<file path="config.mk">
export PLATFORM = sky130hd
export DESIGN_NAME = pkt_fetch
export DESIGN_NICKNAME = d
export VERILOG_FILES = /design/src/rtl/pkt_fetch_pkg.sv /design/src/rtl/pkt_fifo.sv /design/src/rtl/pkt_fetch.sv
export SDC_FILE = /design/constraint.sdc
export NUM_CORES = 1
export LEC_CHECK = 0
export BUFFER_PORTS_ARGS = -buffer_cell sky130_fd_sc_hd__buf_4
export CORE_UTILIZATION = 56
export CTS_BUF_LIST = sky130_fd_sc_hd__clkbuf_4
export DETAILED_ROUTE_END_ITERATION = 7
export PLACE_DENSITY = 0.85
export SLEW_MARGIN = 10
export SYNTH_ARGS = -nofsm -noshare
export SYNTH_HDL_FRONTEND = slang
export SYNTH_SLANG_ARGS = --single-unit
</file>
<file path="constraint.sdc">
create_clock -name clk -period 4.2 [get_ports clk]
set_clock_uncertainty 0.1 [all_clocks]
set_input_delay 0.21 -clock clk [delete_from_list [all_inputs] [get_ports clk]]
set_output_delay 0.21 -clock clk [all_outputs]
set_load 0.02 [all_outputs]
</file>
<file path="src/rtl/pkt_fetch_pkg.sv">
// Shared widths, strides and FSM state type for the pkt_ram read-side fetch path.
package pkt_fetch_pkg;

    localparam int ADDR_WIDTH      = 32;
    localparam int DATA_WIDTH      = 32;
    localparam int PKT_LEN_WIDTH   = 7;
    localparam int PKT_ADDR_STRIDE = 4;
    localparam int PKT_FIFO_DEPTH  = 4;

    localparam logic RST_ENABLED = 1'b1;

    typedef enum logic [1:0] {
        PF_IDLE  = 2'd0,
        PF_ISSUE = 2'd1,
        PF_DRAIN = 2'd2,
        PF_DONE  = 2'd3
    } pf_state_e;

endpackage

</file>
<file path="src/rtl/pkt_fifo.sv">
// Synchronous FIFO with push/pop, full/empty and occupancy count; sync active-high reset.
module pkt_fifo
    import pkt_fetch_pkg::*;
#(
    parameter int W     = 33,
    parameter int DEPTH = 4,
    parameter int CW    = $clog2(DEPTH + 1)
) (
    input  logic          clk,
    input  logic          rst,
    input  logic          push,
    input  logic [W-1:0]  wdata,
    input  logic          pop,
    output logic [W-1:0]  rdata,
    output logic          full,
    output logic          empty,
    output logic [CW-1:0] count
);

    localparam int PW = $clog2(DEPTH);
    localparam logic [PW-1:0] LAST_IDX = PW'(DEPTH - 1);

    logic [W-1:0]  mem [DEPTH];
    logic [PW-1:0] wr_ptr;
    logic [PW-1:0] rd_ptr;
    logic          do_push;
    logic          do_pop;

    function automatic logic [PW-1:0] bump(input logic [PW-1:0] p);
        return (p == LAST_IDX) ? '0 : p + PW'(1);
    endfunction

    assign full    = (count == CW'(DEPTH));
    assign empty   = (count == '0);
    assign do_pop  = pop && !empty;
    assign do_push = push && (!full || do_pop);
    assign rdata   = empty ? '0 : mem[rd_ptr];

    always_ff @(posedge clk) begin
        if (do_push) begin
            mem[wr_ptr] <= wdata;
        end
    end

    always_ff @(posedge clk) begin
        if (rst == RST_ENABLED) begin
            wr_ptr <= '0;
            rd_ptr <= '0;
            count  <= '0;
        end else begin
            if (do_push) begin
                wr_ptr <= bump(wr_ptr);
            end
            if (do_pop) begin
                rd_ptr <= bump(rd_ptr);
            end
            if (do_push && !do_pop) begin
                count <= count + CW'(1);
            end else if (!do_push && do_pop) begin
                count <= count - CW'(1);
            end
        end
    end

endmodule

</file>
<file path="src/rtl/pkt_fetch.sv">
// Read-side master for pkt_ram: walks a packet, absorbs the 1-cycle RAM latency, streams words out.
// Optional PKT_FETCH_STATS_EN adds stall_cnt_o (valid_o && !ready_i cycle counter).
module pkt_fetch
    import pkt_fetch_pkg::*;
#(
    parameter int AW          = ADDR_WIDTH,
    parameter int DW          = DATA_WIDTH,
    parameter int LW          = PKT_LEN_WIDTH,
    parameter int ADDR_STRIDE = PKT_ADDR_STRIDE,
    parameter int FIFO_DEPTH  = PKT_FIFO_DEPTH
) (
    input  logic          clk,
    input  logic          rst,
    input  logic          start_i,
    input  logic [AW-1:0] base_addr_i,
    input  logic [LW-1:0] len_i,
    output logic [AW-1:0] addr_o,
    input  logic [DW-1:0] data_i,
    output logic [DW-1:0] data_o,
    output logic          valid_o,
    output logic          last_o,
    input  logic          ready_i,
    output logic          busy_o,
    output logic          done_o
`ifdef PKT_FETCH_STATS_EN
    ,
    output logic [15:0]   stall_cnt_o
`endif
);

    localparam int CW = $clog2(FIFO_DEPTH + 1);

    pf_state_e     state;
    logic [AW-1:0] next_addr;
    logic [LW-1:0] remaining;
    logic          addr_vld;
    logic          addr_last;
    logic          rd_pend;
    logic          rd_last;

    logic [CW-1:0] fifo_cnt;
    logic          fifo_full;
    logic          fifo_empty;
    logic [DW:0]   fifo_rdata;
    logic          pop;
    logic [CW:0]   in_flight;
    logic          can_issue;
    logic          last_hs;

    // addr_vld: address on addr_o this cycle; rd_pend: its data is on data_i this cycle.
    assign in_flight = {1'b0, fifo_cnt} + (CW + 1)'(addr_vld) + (CW + 1)'(rd_pend);
    assign can_issue = !fifo_full && (in_flight < (CW + 1)'(FIFO_DEPTH));

    assign valid_o = !fifo_empty;
    assign data_o  = fifo_rdata[DW-1:0];
    assign last_o  = fifo_rdata[DW];
    assign pop     = valid_o && ready_i;
    assign last_hs = pop && last_o && (fifo_cnt == CW'(1)) && !rd_pend && !addr_vld;

    pkt_fifo #(
        .W     (DW + 1),
        .DEPTH (FIFO_DEPTH),
        .CW    (CW)
    ) u_fifo (
        .clk   (clk),
        .rst   (rst),
        .push  (rd_pend),
        .wdata ({rd_last, data_i}),
        .pop   (pop),
        .rdata (fifo_rdata),
        .full  (fifo_full),
        .empty (fifo_empty),
        .count (fifo_cnt)
    );

    always_ff @(posedge clk) begin
        if (rst == RST_ENABLED) begin
            state     <= PF_IDLE;
            addr_o    <= '0;
            next_addr <= '0;
            remaining <= '0;
            addr_vld  <= 1'b0;
            addr_last <= 1'b0;
            rd_pend   <= 1'b0;
            rd_last   <= 1'b0;
            busy_o    <= 1'b0;
            done_o    <= 1'b0;
        end else begin
            addr_vld  <= 1'b0;
            addr_last <= 1'b0;
            rd_pend   <= addr_vld;
            rd_last   <= addr_last;
            done_o    <= 1'b0;
            case (state)
                PF_IDLE: begin
                    // First address goes out on the accept edge so addr_o=base in the next cycle.
                    if (start_i) begin
                        busy_o <= 1'b1;
                        if (len_i != '0) begin
                            addr_o    <= base_addr_i;
                            addr_vld  <= 1'b1;
                            addr_last <= (len_i == LW'(1));
                            next_addr <= base_addr_i + AW'(ADDR_STRIDE);
                            remaining <= len_i - LW'(1);
                            state     <= (len_i == LW'(1)) ? PF_DRAIN : PF_ISSUE;
                        end else begin
                            done_o <= 1'b1;
                            state  <= PF_DONE;
                        end
                    end
                end
                PF_ISSUE: begin
                    if (can_issue) begin
                        addr_o    <= next_addr;
                        addr_vld  <= 1'b1;
                        addr_last <= (remaining == LW'(1));
                        next_addr <= next_addr + AW'(ADDR_STRIDE);
                        remaining <= remaining - LW'(1);
                        if (remaining == LW'(1)) begin
                            state <= PF_DRAIN;
                        end
                    end
                end
                PF_DRAIN: begin
                    // Leaving on the last handshake itself makes done_o land the following cycle.
                    if (last_hs) begin
                        done_o <= 1'b1;
                        state  <= PF_DONE;
                    end
                end
                PF_DONE: begin
                    busy_o <= 1'b0;
                    state  <= PF_IDLE;
                end
                default: begin
                    busy_o <= 1'b0;
                    state  <= PF_IDLE;
                end
            endcase
        end
    end

`ifdef PKT_FETCH_STATS_EN
    always_ff @(posedge clk) begin
        if (rst == RST_ENABLED) begin
            stall_cnt_o <= '0;
        end else if (state == PF_IDLE && start_i) begin
            stall_cnt_o <= '0;
        end else if (valid_o && !ready_i && stall_cnt_o != '1) begin
            stall_cnt_o <= stall_cnt_o + 16'd1;
        end
    end
`endif

endmodule

</file>
==> impl_metrics.yaml <==
status:
  status: "complete, no violations"
logic_synthesis:
  async_flop_share_pct: 0
  synthCells: 855
  synth_compound_area_share_pct: 11.6
  synth-xor-area-share_pct: 0.689
  synth_area_um2: 10200
  synth-main-ff-cell: "edfxtp_1"
  synth-simple-area-share_pct: 14.3
  synth_fp_nets: 951
  ys_warn_count: 0
  synth_edf_count: 132
  yosysSeqAreaShare_pct: 56.3
  synth_mux_area_share_pct: 11.2
  syn_avg_cell_area_um2: 11.9
  synth_top_family_by_area: "simple AND/OR/NAND/NOR gates"
  yosys.area_share.adder_pct: 2.58
  synth-seq-cells: 220
  ys_types: 69
worst_setup_path:
  critical_path.max_fanout: 53
  ff2ff_path_depth: 10
  startpoint_type: "flop"
  cp_num_buf_inv: 5
  path_delay_family: "buffers and inverters"
  worst_path_max_delay_cell: "dlygate4sd3_1"
  setup.worst_path.end_class: "flop"
  crit_cells: 10
  required_ps: 4700
  slowest_delay_ps: 590
  cp.arrival_ps: 4450
  crit_path_cell_trace: "inv_1 -> ha_4 -> inv_1 -> nor2_1 -> o21a_2 -> buf_4 -> nand4_1 -> dlygate4sd3_1 -> a31oi_1 -> dlygate4sd3_1"
  worstSetupPathType: "reg2reg"
power:
  switching_share_pct: 38.4
  power_leakage_nw: 4.83
  clkPwrFrac_pct: 22.3
  power.density_nw_per_um2: 607
  seq_power_share_pct: 36.8
  vdd_drop_max_v: 0.000477
  p_total_mw: 7.87
  p_int_mw: 4.85
  power_frac_comb_pct: 40.9
  switchingPower_mw: 3.02
clock_network:
  cts_tree: "built"
  clockRootBuffer: "clkbuf_4"
  clkTransAtPathRegs_ps: 80
  cts_buffers: 55
  cts_buffer_depth: 3
  post_cts_resized: 0
  htreeDepth: 2
  clk_latency_ps: 680
  cts_sinks: 220
timing:
  setup_viol: 0
  hold_violations: 0
  slew_headroom_pct: 20.6
  rsz0062_at_grt: "false"
  fin_setup_tns_ps: 0
  fin_crit_sh_pct: 94.2
  drv_slew: 0
  max_slew.worst_pin.slew_ps: 1190
  worst_slack_ps: 245
  min_period_ps: 3960
  fmax_ghz: 0.253
die:
  fp.dieH_um: 137
  rows: 48
  io-pin-count: 143
  die_width_um: 137
  initial_core_util_pct: 58.0
  coreArea_um2: 17500
  dieArea_um2: 18700
drt:
  routedWlPerCell_um: 19.2
  vias: 8217
  firstDrtPassIters: 6
  ant_nets: 0
  drt_iter0_markers: 713
  post_drt_via_cell_ratio: 6.00
  wirelength_um: 26300
  drc: 0
global_routing:
  overflow: 0
  grt_start_max_net_pins: 74
  first_global_vias: 7947
  grt_use_met1_pct: 35.1
  grtUsageMet3_pct: 5.78
  busiest_layer: "met2"
  grt_pass1_wl_um: 41200
  grt_usage_pct: 28.8
  grt_antenna_before_repair: 1
  grt_util_met2_pct: 50.3
finish:
  area_delta_synth_final_pct: 27.4
  final_common_cell: "buf_4"
  final_nets: 1194
  final_cell_mix: "buf_4, edfxtp_1, dfxtp_1, dlygate4sd3_1, clkbuf_4"
  drive_above_1_share_pct: 26.1
  finalNonFillerCells: 1369
  design_area_um2: 13000
placement:
  dpl.hpwl_um: 15400
  placed_area_um2: 11500
  routabilityCongestion: 0.881
  post-place-cells: 1185
  dp_slack_ps: 579
  io_buffers: 142
worst_hold_path:
  hp-class: "in2reg"
  hold_depth: 2
run:
  drv_cap: 0
-- cell usage after synthesis (4+ instances only) --
| cell type | count | area (µm²) |
|---|---|---|
| edfxtp_1 | 132 | 3960 |
| dfxtp_1 | 88 | 1760 |
| nand2_1 | 67 | 251 |
| nor2_1 | 60 | 225 |
| a21oi_1 | 42 | 210 |
| and2_1 | 41 | 257 |
| clkbuf_1 | 40 | 150 |
| a211oi_1 | 33 | 248 |
| mux2i_1 | 33 | 330 |
| mux4_2 | 33 | 743 |
| o21ai_0 | 31 | 155 |
| inv_1 | 24 | 90.1 |
| nand3_1 | 23 | 115 |
| ha_1 | 21 | 263 |
| nand4_1 | 17 | 106 |
| a31oi_1 | 9 | 56.3 |
| and3_1 | 8 | 50.1 |
| buf_2 | 8 | 40.0 |
| nor3_1 | 8 | 40.0 |
| nor4_1 | 8 | 50.1 |
| nand4b_1 | 7 | 61.3 |
| o32ai_1 | 7 | 61.3 |
| buf_1 | 6 | 22.5 |
| mux2_2 | 6 | 67.6 |
| nand2b_1 | 6 | 37.5 |
| o21a_1 | 6 | 45.0 |
| nor2b_1 | 5 | 31.3 |
| o22ai_1 | 5 | 31.3 |
| or3_1 | 5 | 31.3 |
| xnor2_1 | 5 | 43.8 |
| a221oi_1 | 4 | 35.0 |
| a41oi_1 | 4 | 35.0 |
| nand3b_1 | 4 | 30.0 |
-- cell families (layout without fill, tap and decap cells) --
kind of cell | after synthesis | in the layout
AOI/OAI and AO/OA | 176 | 176
xor gates and xnor gates | 8 | 8
adders and majority gates | 21 | 21
buffers and inverters | 82 | 370
DFF | 220 | 220
muxes | 72 | 72
other | 0 | 1
and+or+nand+nor | 276 | 276
-- power groups by stage --
stage | combinational (mW) | sequential [mW] | clock [mW]
final | 3.22 | 2.89 | 1.75
after global routing | 3.50 | 2.94 | 1.89
after CTS | 3.16 | 2.88 | 1.77
after detailed placement | 3.08 | 2.93 | 0
after global placement | 3.00 | 2.92 | 0
after floorplan | 2.05 | 2.96 | 0
-- layout make-up --
cell class,count,area (µm²)
timing repair buffer,243,2040
clock inverter,24,110
tap,225,282
antenna,1,2.50
fill,1130,4570
multi-input combinational,553,4120
inverter,25,93.8
clock buffer,78,586
sequential,220,5730
-- worst paths after layout --
check | startpoint | to | slack, ps
max reg2reg | state[1] | next_addr[6] | 240
max | state[1] | next_addr[6] | 240
min reg2reg | rd_last | u_fifo.mem[1][32] | 330
min | data_i[8] | u_fifo.mem[0][8] | 160
-- per-stage QoR --
stage | util, % | hold WS [ps]
2_1_floorplan | - | 209
3_3_place_gp | 65.3 | 312
3_5_place_dp | 65.3 | 316
4_1_cts | 73.9 | 126
5_1_grt | 73.9 | 127
6_report | 73.9 | 156
-- repair_timing --
action,in CTS,in global routing
setup endpoints to repair,0,0
buffers inserted,0,0
hold buffers,81,0
hold endpoints to repair,207,0
-- registers in the layout, indices dropped and copies added (netlist names), named ones only --
name and flops:
addr_last 1, addr_o 32, addr_vld 1, busy_o 1
done_o 1, next_addr 32, rd_last 1, rd_pend 1
remaining 7, state 2, u_fifo.count 3, u_fifo.mem 132
u_fifo.rd_ptr 2, u_fifo.wr_ptr 2
-- layer usage --
metal | vias to the layer above | part of all wire (%)
li1 | 3792 | -
met4 | 0 | 2.6
met3 | 65 | 8.0
met2 | 466 | 51
met5 | - | 0
met1 | 3894 | 38
(Power assumes the default switching activity.)
